<file path="src/rtl/spi_reg_pkg.sv">
// Shared types and constants for the SPI register controller.
package spi_reg_pkg;

  // Command/data phase of the SPI register protocol
  typedef enum logic {
    IDLE = 1'b0,
    DATA = 1'b1
  } state_t;

  localparam logic [2:0]  STATUS_ADDR_DEF = 3'd7;
  localparam logic [7:0]  ID_BYTE_DEF     = 8'hA5;

  // Words presented to the SPI slave between transactions and on a bad command
  localparam logic [15:0] TX_IDLE = 16'h0000;
  localparam logic [15:0] TX_ERR  = 16'hFFFF;

  // Increment that sticks at all-ones
  function automatic logic [7:0] sat_inc(input logic [7:0] v);
    return (v == 8'hFF) ? v : v + 8'd1;
  endfunction

endpackage

</file>
<file path="src/rtl/spi_ste_sync.sv">
// Two-flop synchronizer for the SPI chip select plus a rising-edge detector.
module spi_ste_sync (
  input  logic clk_100,
  input  logic RST,
  input  logic SPISTE,
  output logic ste_rise
);

  logic ste_meta;
  logic ste_sync;
  logic ste_prev;

  // Chip select idles high, so all stages reset to 1 to avoid a false edge
  always_ff @(posedge clk_100) begin
    if (RST) begin
      ste_meta <= 1'b1;
      ste_sync <= 1'b1;
      ste_prev <= 1'b1;
    end else begin
      ste_meta <= SPISTE;
      ste_sync <= ste_meta;
      ste_prev <= ste_sync;
    end
  end

  assign ste_rise = ste_sync & ~ste_prev;

endmodule

</file>
<file path="src/rtl/spi_reg_ctrl.sv">
// SPI-driven register file: command frame selects address/direction, the
// following data frame completes the access. A local port shares the
// registers; on a same-address clash the SPI write wins.
//
// Handshake: rxd_flag is a one-cycle valid with no ready; every pulse is
// consumed in the cycle it is seen. lcl_wr_en is likewise always accepted.
module spi_reg_ctrl
  import spi_reg_pkg::*;
#(
  parameter logic [2:0] STATUS_ADDR = STATUS_ADDR_DEF,
  parameter logic [7:0] ID_BYTE     = ID_BYTE_DEF
) (
  input  logic        clk_100,
  input  logic        RST,
  input  logic        SPISTE,
  input  logic [15:0] rxd_data,
  input  logic        rxd_flag,
  output logic [15:0] txd_data,
  input  logic        lcl_wr_en,
  input  logic [2:0]  lcl_addr,
  input  logic [15:0] lcl_wdata,
  output logic [15:0] lcl_rdata,
  output logic        lcl_collide,
  output logic        spi_wr_pulse,
  output logic [2:0]  spi_wr_addr,
  output logic [7:0]  err_cnt,
  output logic        busy,
  output state_t      state_dbg
);

  state_t      state;
  state_t      next_state;
  logic        cmd_rd;
  logic [2:0]  cmd_addr;
  logic [15:0] regs [8];
  logic        ste_rise;

  logic        cmd_valid;
  logic        cmd_load;
  logic        cmd_bad;
  logic        data_done;
  logic        abort;
  logic        spi_wr;
  logic        status_wr_err;
  logic        lcl_wr;
  logic        collide;
  logic        err_inc;
  logic [15:0] status_word;
  logic [15:0] cmd_rword;
  logic [15:0] lcl_rword;

  spi_ste_sync u_ste_sync (
    .clk_100  (clk_100),
    .RST      (RST),
    .SPISTE   (SPISTE),
    .ste_rise (ste_rise)
  );

  assign cmd_valid     = (rxd_data[14:3] == 12'd0);
  assign status_word   = {ID_BYTE, err_cnt};
  assign cmd_rword     = (rxd_data[2:0] == STATUS_ADDR) ? status_word : regs[rxd_data[2:0]];
  assign lcl_rword     = (lcl_addr == STATUS_ADDR) ? status_word : regs[lcl_addr];
  assign spi_wr        = data_done && !cmd_rd && (cmd_addr != STATUS_ADDR);
  assign status_wr_err = data_done && !cmd_rd && (cmd_addr == STATUS_ADDR);
  assign lcl_wr        = lcl_wr_en && (lcl_addr != STATUS_ADDR);
  assign collide       = spi_wr && lcl_wr && (lcl_addr == cmd_addr);
  assign err_inc       = cmd_bad | status_wr_err | abort;
  assign busy          = (state == DATA);
  assign state_dbg     = state;

  // State register
  always_ff @(posedge clk_100) begin
    if (RST) state <= IDLE;
    else     state <= next_state;
  end

  // Next state and decode strobes; a frame in DATA takes priority over abort
  always_comb begin
    next_state = state;
    cmd_load   = 1'b0;
    cmd_bad    = 1'b0;
    data_done  = 1'b0;
    abort      = 1'b0;
    case (state)
      IDLE: begin
        if (rxd_flag) begin
          if (cmd_valid) begin
            next_state = DATA;
            cmd_load   = 1'b1;
          end else begin
            cmd_bad = 1'b1;
          end
        end
      end
      DATA: begin
        if (rxd_flag) begin
          next_state = IDLE;
          data_done  = 1'b1;
        end else if (ste_rise) begin
          next_state = IDLE;
          abort      = 1'b1;
        end
      end
      default: next_state = IDLE;
    endcase
  end

  // Latch direction and address of a decoded command
  always_ff @(posedge clk_100) begin
    if (RST) begin
      cmd_rd   <= 1'b0;
      cmd_addr <= 3'd0;
    end else if (cmd_load) begin
      cmd_rd   <= rxd_data[15];
      cmd_addr <= rxd_data[2:0];
    end
  end

  // Transmit word: read data is snapshotted at decode and then held
  always_ff @(posedge clk_100) begin
    if (RST)                    txd_data <= TX_IDLE;
    else if (cmd_load)          txd_data <= rxd_data[15] ? cmd_rword : TX_IDLE;
    else if (cmd_bad)           txd_data <= TX_ERR;
    else if (data_done || abort) txd_data <= TX_IDLE;
  end

  // Register file; the SPI write takes a clashing address from the local port
  always_ff @(posedge clk_100) begin
    if (RST) begin
      for (int i = 0; i < 8; i++) regs[i] <= 16'd0;
    end else begin
      if (lcl_wr && !collide) regs[lcl_addr] <= lcl_wdata;
      if (spi_wr)             regs[cmd_addr] <= rxd_data;
    end
  end

  // Saturating protocol-error counter
  always_ff @(posedge clk_100) begin
    if (RST)          err_cnt <= 8'd0;
    else if (err_inc) err_cnt <= sat_inc(err_cnt);
  end

  // Status pulses, last SPI write address and registered local read
  always_ff @(posedge clk_100) begin
    if (RST) begin
      spi_wr_pulse <= 1'b0;
      lcl_collide  <= 1'b0;
      spi_wr_addr  <= 3'd0;
      lcl_rdata    <= 16'd0;
    end else begin
      spi_wr_pulse <= spi_wr;
      lcl_collide  <= collide;
      if (spi_wr) spi_wr_addr <= cmd_addr;
      lcl_rdata    <= lcl_rword;
    end
  end

endmodule

</file>
<file path="config.mk">
export PLATFORM = sky130hd
export DESIGN_NAME = spi_reg_ctrl
export DESIGN_NICKNAME = d
export VERILOG_FILES = /design/src/rtl/spi_reg_pkg.sv /design/src/rtl/spi_ste_sync.sv /design/src/rtl/spi_reg_ctrl.sv
export SDC_FILE = /design/constraint.sdc
export NUM_CORES = 1
export LEC_CHECK = 0
export BUFFER_PORTS_ARGS = -buffer_cell sky130_fd_sc_hd__buf_2
export CAP_MARGIN = 0
export CORE_ASPECT_RATIO = 1.5
export CORE_UTILIZATION = 60
export CTS_CLUSTER_DIAMETER = 30
export CTS_CLUSTER_SIZE = 40
export DETAILED_ROUTE_END_ITERATION = 8
export PLACE_DENSITY = 0.81
export SYNTH_ARGS = -nofsm -noshare
export SYNTH_HDL_FRONTEND = slang
export SYNTH_SLANG_ARGS = --single-unit
</file>
<file path="constraint.sdc">
create_clock -name clk_100 -period 3.85 [get_ports clk_100]
set_input_delay 0.385 -clock clk_100 [delete_from_list [all_inputs] [get_ports clk_100]]
set_output_delay 0.385 -clock clk_100 [all_outputs]
set_load 0.02 [all_outputs]
</file>
==> results.sh <==
export IMPL_chain_of_cells_forming_the_critical_path="nand3b_1 > nor4_4 > a311o_1 > buf_4"
export IMPL_deepest_clock_path_buffer_count=2
export IMPL_gr_usage_all_layers_pct=35.6
export IMPL_min_path_type="primary input to register"
export IMPL_drt_iter0_drc=896
export IMPL_synthesis_yosys_warnings=0
export IMPL_run_status="completed"
export IMPL_worst_clock_skew_ns=0.0149
export IMPL_synth_cell_types=64
export IMPL_number_of_global_route_vias_before_repair=7419
export IMPL_cp_max_stage_cell="sky130_fd_sc_hd__nor4_4"
export IMPL_path_max_fanout=11
export IMPL_power_per_cell_area_mw_per_mm2=413
export IMPL_synth_top_cell_area_share_pct=38.3
export IMPL_dr_total_vias=7368
export IMPL_timing_hold_violations_final=0
export IMPL_worstSetupStartpointType="register"
export IMPL_area_growth_syn_to_layout_pct=12.9
export IMPL_root_buffer_selected_by_cts="sky130_fd_sc_hd__clkbuf_16"
export IMPL_layout_drive_gt1_share_pct=29.9
export IMPL_routedWlPerCell_um=26.9
export IMPL_post_synth_main_area_contributors="sky130_fd_sc_hd__edfxtp_1 38%, sky130_fd_sc_hd__dfxtp_1 11%, sky130_fd_sc_hd__mux4_2 11%"
export IMPL_cp_data_arrival_time_ns=3.33
export IMPL_cts_tree="done"
export IMPL_routed_via_density=7.39
export IMPL_floorplan_core_area_mm2=0.0151
export IMPL_critical_path_n_buffers_inverters=1
export IMPL_post_cts_setup_buffer_count=0
export IMPL_total_leakage_power_nw=3.88
export IMPL_cts_sinks=171
export IMPL_clkSlewWorstSetupHoldPaths_ns=0.07
export IMPL_postCtsHoldBufs=0
export IMPL_synth_cell_area_mm2=0.00924
export IMPL_timing_worst_setup_path_type="register to register"
export IMPL_insertedDiodeCount=0
export IMPL_final_count_of_pins_violating_max_slew=0
export IMPL_ioPinCount=87
export IMPL_place_hpwl_um=18100
export IMPL_rsz_0062_raised_after_global_routing="no"
export IMPL_cts_repair_resized=0
export IMPL_relSlewSlack_pct=23.1
export IMPL_wl_um=26800
export IMPL_synth_largest_area_cell="sky130_fd_sc_hd__edfxtp_1"
export IMPL_antenna_found_initial=0
export IMPL_final_setup_viols=0
export IMPL_power_total_mw=4.31
export IMPL_synth_seq_cells=171
export IMPL_critical_path_required_ns=3.97
export IMPL_place_inst=965
export IMPL_drtAntennaViolNets=0
export IMPL_finish_cell_count_without_fillers=997
export IMPL_routability_driven_placement_congestion_ratio=0.910
export IMPL_worst_slew_pin_transition_ns=1.15
export IMPL_synthesis_instances=722
export IMPL_design_final_nets=826
export IMPL_fmax_ghz=0.312
export IMPL_holdWs_ns=0.141
export IMPL_cts_made_buffers=17
export IMPL_numPortBuffers=86
export IMPL_std_cell_rows=55
export IMPL_timing_final_crit_share_pct=83.3
export IMPL_synth_main_ff_cell="sky130_fd_sc_hd__edfxtp_1"
export IMPL_power_ir_vdd_worst_mv=0.234
export IMPL_die_width_um=103
export IMPL_tns_ns=0
export IMPL_drv_cap=0
export IMPL_h_tree_depth=4
export IMPL_layout_min_cycle_time_ns=3.21
export IMPL_critPathCaptureType="register"
export IMPL_synthesis_area_per_instance_um2=12.8
export IMPL_drc_markers=0
export IMPL_async_reset_ff_share_pct=0
export IMPL_initial_utilization_pct=61.3
export IMPL_synth_edff_count=118
export IMPL_die_area_mm2=0.0159
export IMPL_first_pass_grt_wire_length_um=41300
export IMPL_yosysSeqAreaShare_pct=49.8
export IMPL_die_h_um=154
export IMPL_n_fill_cell=1009
export IMPL_delay_heaviest_family_cp="simple AND/OR/NAND/NOR gates"
export IMPL_tritonroute_pass_1_iters=7
export IMPL_maximum_number_of_pins_on_one_net_before_global_route_repair=49
export IMPL_overflow=0
export IMPL_worst_path_largest_cell_delay_ns=0.98
export IMPL_clock_insertion_delay_worst_skew_ns=0.43
## cell families after synthesis
kind of cell	Yosys count	synth area share [%]
AOI/OAI and AO/OA	200	18.9
DFF	171	49.8
and+or+nand+nor	158	9.29
muxes	103	17.3
buffers and inverters	85	4.21
xor gates and xnor gates	3	0.284
adders and majority gates	1	0.135
other	1	0.0406
## synth_stat cells, drive strengths merged, types with 2 or more instances
master   number
o221ai        4
o2bb2ai       4
clkbuf       42
mux2i        48
dfxtp        53
nor2b        14
a211oi       16
o221a         2
buf          39
a21o          2
or4           5
or2           3
a211o         7
a22o         48
nand3b        2
a21oi        14
o22a          2
mux2         11
a31oi         3
inv           4
o21bai       10
xor2          3
a32o         48
o32ai         5
o22ai         4
edfxtp      118
nor2         42
o31a          2
a2111oi       3
nand2        32
and4          3
and3          2
nand4         2
o21ai        21
nor3          9
mux4         44
nand3        22
nor4          6
nand2b       12
## path summary, 6_finish.rpt
check	start	endpoint	slack (ns)	depth (start not counted)
worst max register to register	busy$_SDFF_PP0_	regs[6][0]$_DFFE_PP_	0.64	4
worst min-delay path	SPISTE	u_ste_sync.ste_meta$_SDFF_PP1_	0.14	2
worst max-delay path	busy$_SDFF_PP0_	regs[6][0]$_DFFE_PP_	0.64	4
worst min register to register	u_ste_sync.ste_meta$_SDFF_PP1_	u_ste_sync.ste_sync$_SDFF_PP1_	0.42	1
## sequential cells by signal, summed over array words and instances (netlist names)
signal and flops:
lcl_rdata 16, regs 118, u_ste_sync.ste_meta 1, spi_wr_addr 3, u_ste_sync.ste_sync 1, busy 1
u_ste_sync.ste_prev 1, cmd_addr 3, cmd_rd 1, txd_data 16, lcl_collide 1, err_cnt 8
spi_wr_pulse 1
## worst reg2reg max path, stage by stage, from the launching register on
cell and delay [ns]:
sky130_fd_sc_hd__dfxtp_1 0.51, sky130_fd_sc_hd__nand3b_1 0.44, sky130_fd_sc_hd__nor4_4 0.98, sky130_fd_sc_hd__a311o_1 0.64, sky130_fd_sc_hd__buf_4 0.34
## layer usage
layer	track usage (%)	vias to the layer above	wire (um)
li1	-	3038	-
met1	41.5	3531	8660
met2	58.2	637	13500
met3	8.32	162	3040
met4	22.5	0	1640
met5	0	-	0
## layout by cell type (no fill, tap or decap), types with 5 or more instances in the layout
| cell | instances |
|---|---|
| sky130_fd_sc_hd__edfxtp_1 | 118 |
| sky130_fd_sc_hd__buf_2 | 86 |
| sky130_fd_sc_hd__dfxtp_1 | 53 |
| sky130_fd_sc_hd__a22o_1 | 48 |
| sky130_fd_sc_hd__a32o_1 | 48 |
| sky130_fd_sc_hd__mux2i_1 | 48 |
| sky130_fd_sc_hd__mux4_2 | 44 |
| sky130_fd_sc_hd__nor2_1 | 40 |
| sky130_fd_sc_hd__buf_4 | 33 |
| sky130_fd_sc_hd__nand2_1 | 32 |
| sky130_fd_sc_hd__nand3_1 | 22 |
| sky130_fd_sc_hd__o21ai_0 | 21 |
| sky130_fd_sc_hd__clkbuf_16 | 17 |
| sky130_fd_sc_hd__nor2b_1 | 14 |
| sky130_fd_sc_hd__a21oi_1 | 14 |
| sky130_fd_sc_hd__nand2b_1 | 12 |
| sky130_fd_sc_hd__a211oi_2 | 11 |
| sky130_fd_sc_hd__o21bai_1 | 10 |
| sky130_fd_sc_hd__mux2_2 | 10 |
| sky130_fd_sc_hd__a211o_1 | 7 |
| sky130_fd_sc_hd__nor3_1 | 6 |
| sky130_fd_sc_hd__inv_6 | 6 |
| sky130_fd_sc_hd__conb_1 | 6 |
| sky130_fd_sc_hd__a211oi_1 | 5 |
| sky130_fd_sc_hd__o32ai_1 | 5 |
## report_power, final
part / total [mW] / internal, mW / leakage (nW) / switching [mW]
sequential: 2.13 / 2.06 / 1.63 / 0.0622
combinational: 0.534 / 0.207 / 1.97 / 0.327
clock: 1.65 / 0.902 / 0.275 / 0.749
total: 4.31 / 3.17 / 3.88 / 1.14
## layout make-up
type,instances,area [um2],area share (%)
repair buffers,120,698,6.70
flip-flops and latches,171,4600,44.2
clock buffers,17,425,4.08
multi-input cells,471,4300,41.2
inverters,4,15.0,0.144
clock inverters,15,138,1.32
well taps,199,249,2.39
## per-stage QoR
stage / instance area, um2 / setup slack [ns] / util, %
5_1_grt: 10400 / 0.557 / 69.2
6_report: 10400 / 0.644 / 69.2
3_3_place_gp: 9860 / 0.903 / 65.5
2_1_floorplan: 9260 / 1.37 / -
4_1_cts: 10400 / 0.774 / 69.2
3_5_place_dp: 9860 / 0.747 / 65.5
(Power assumes the default switching activity.)
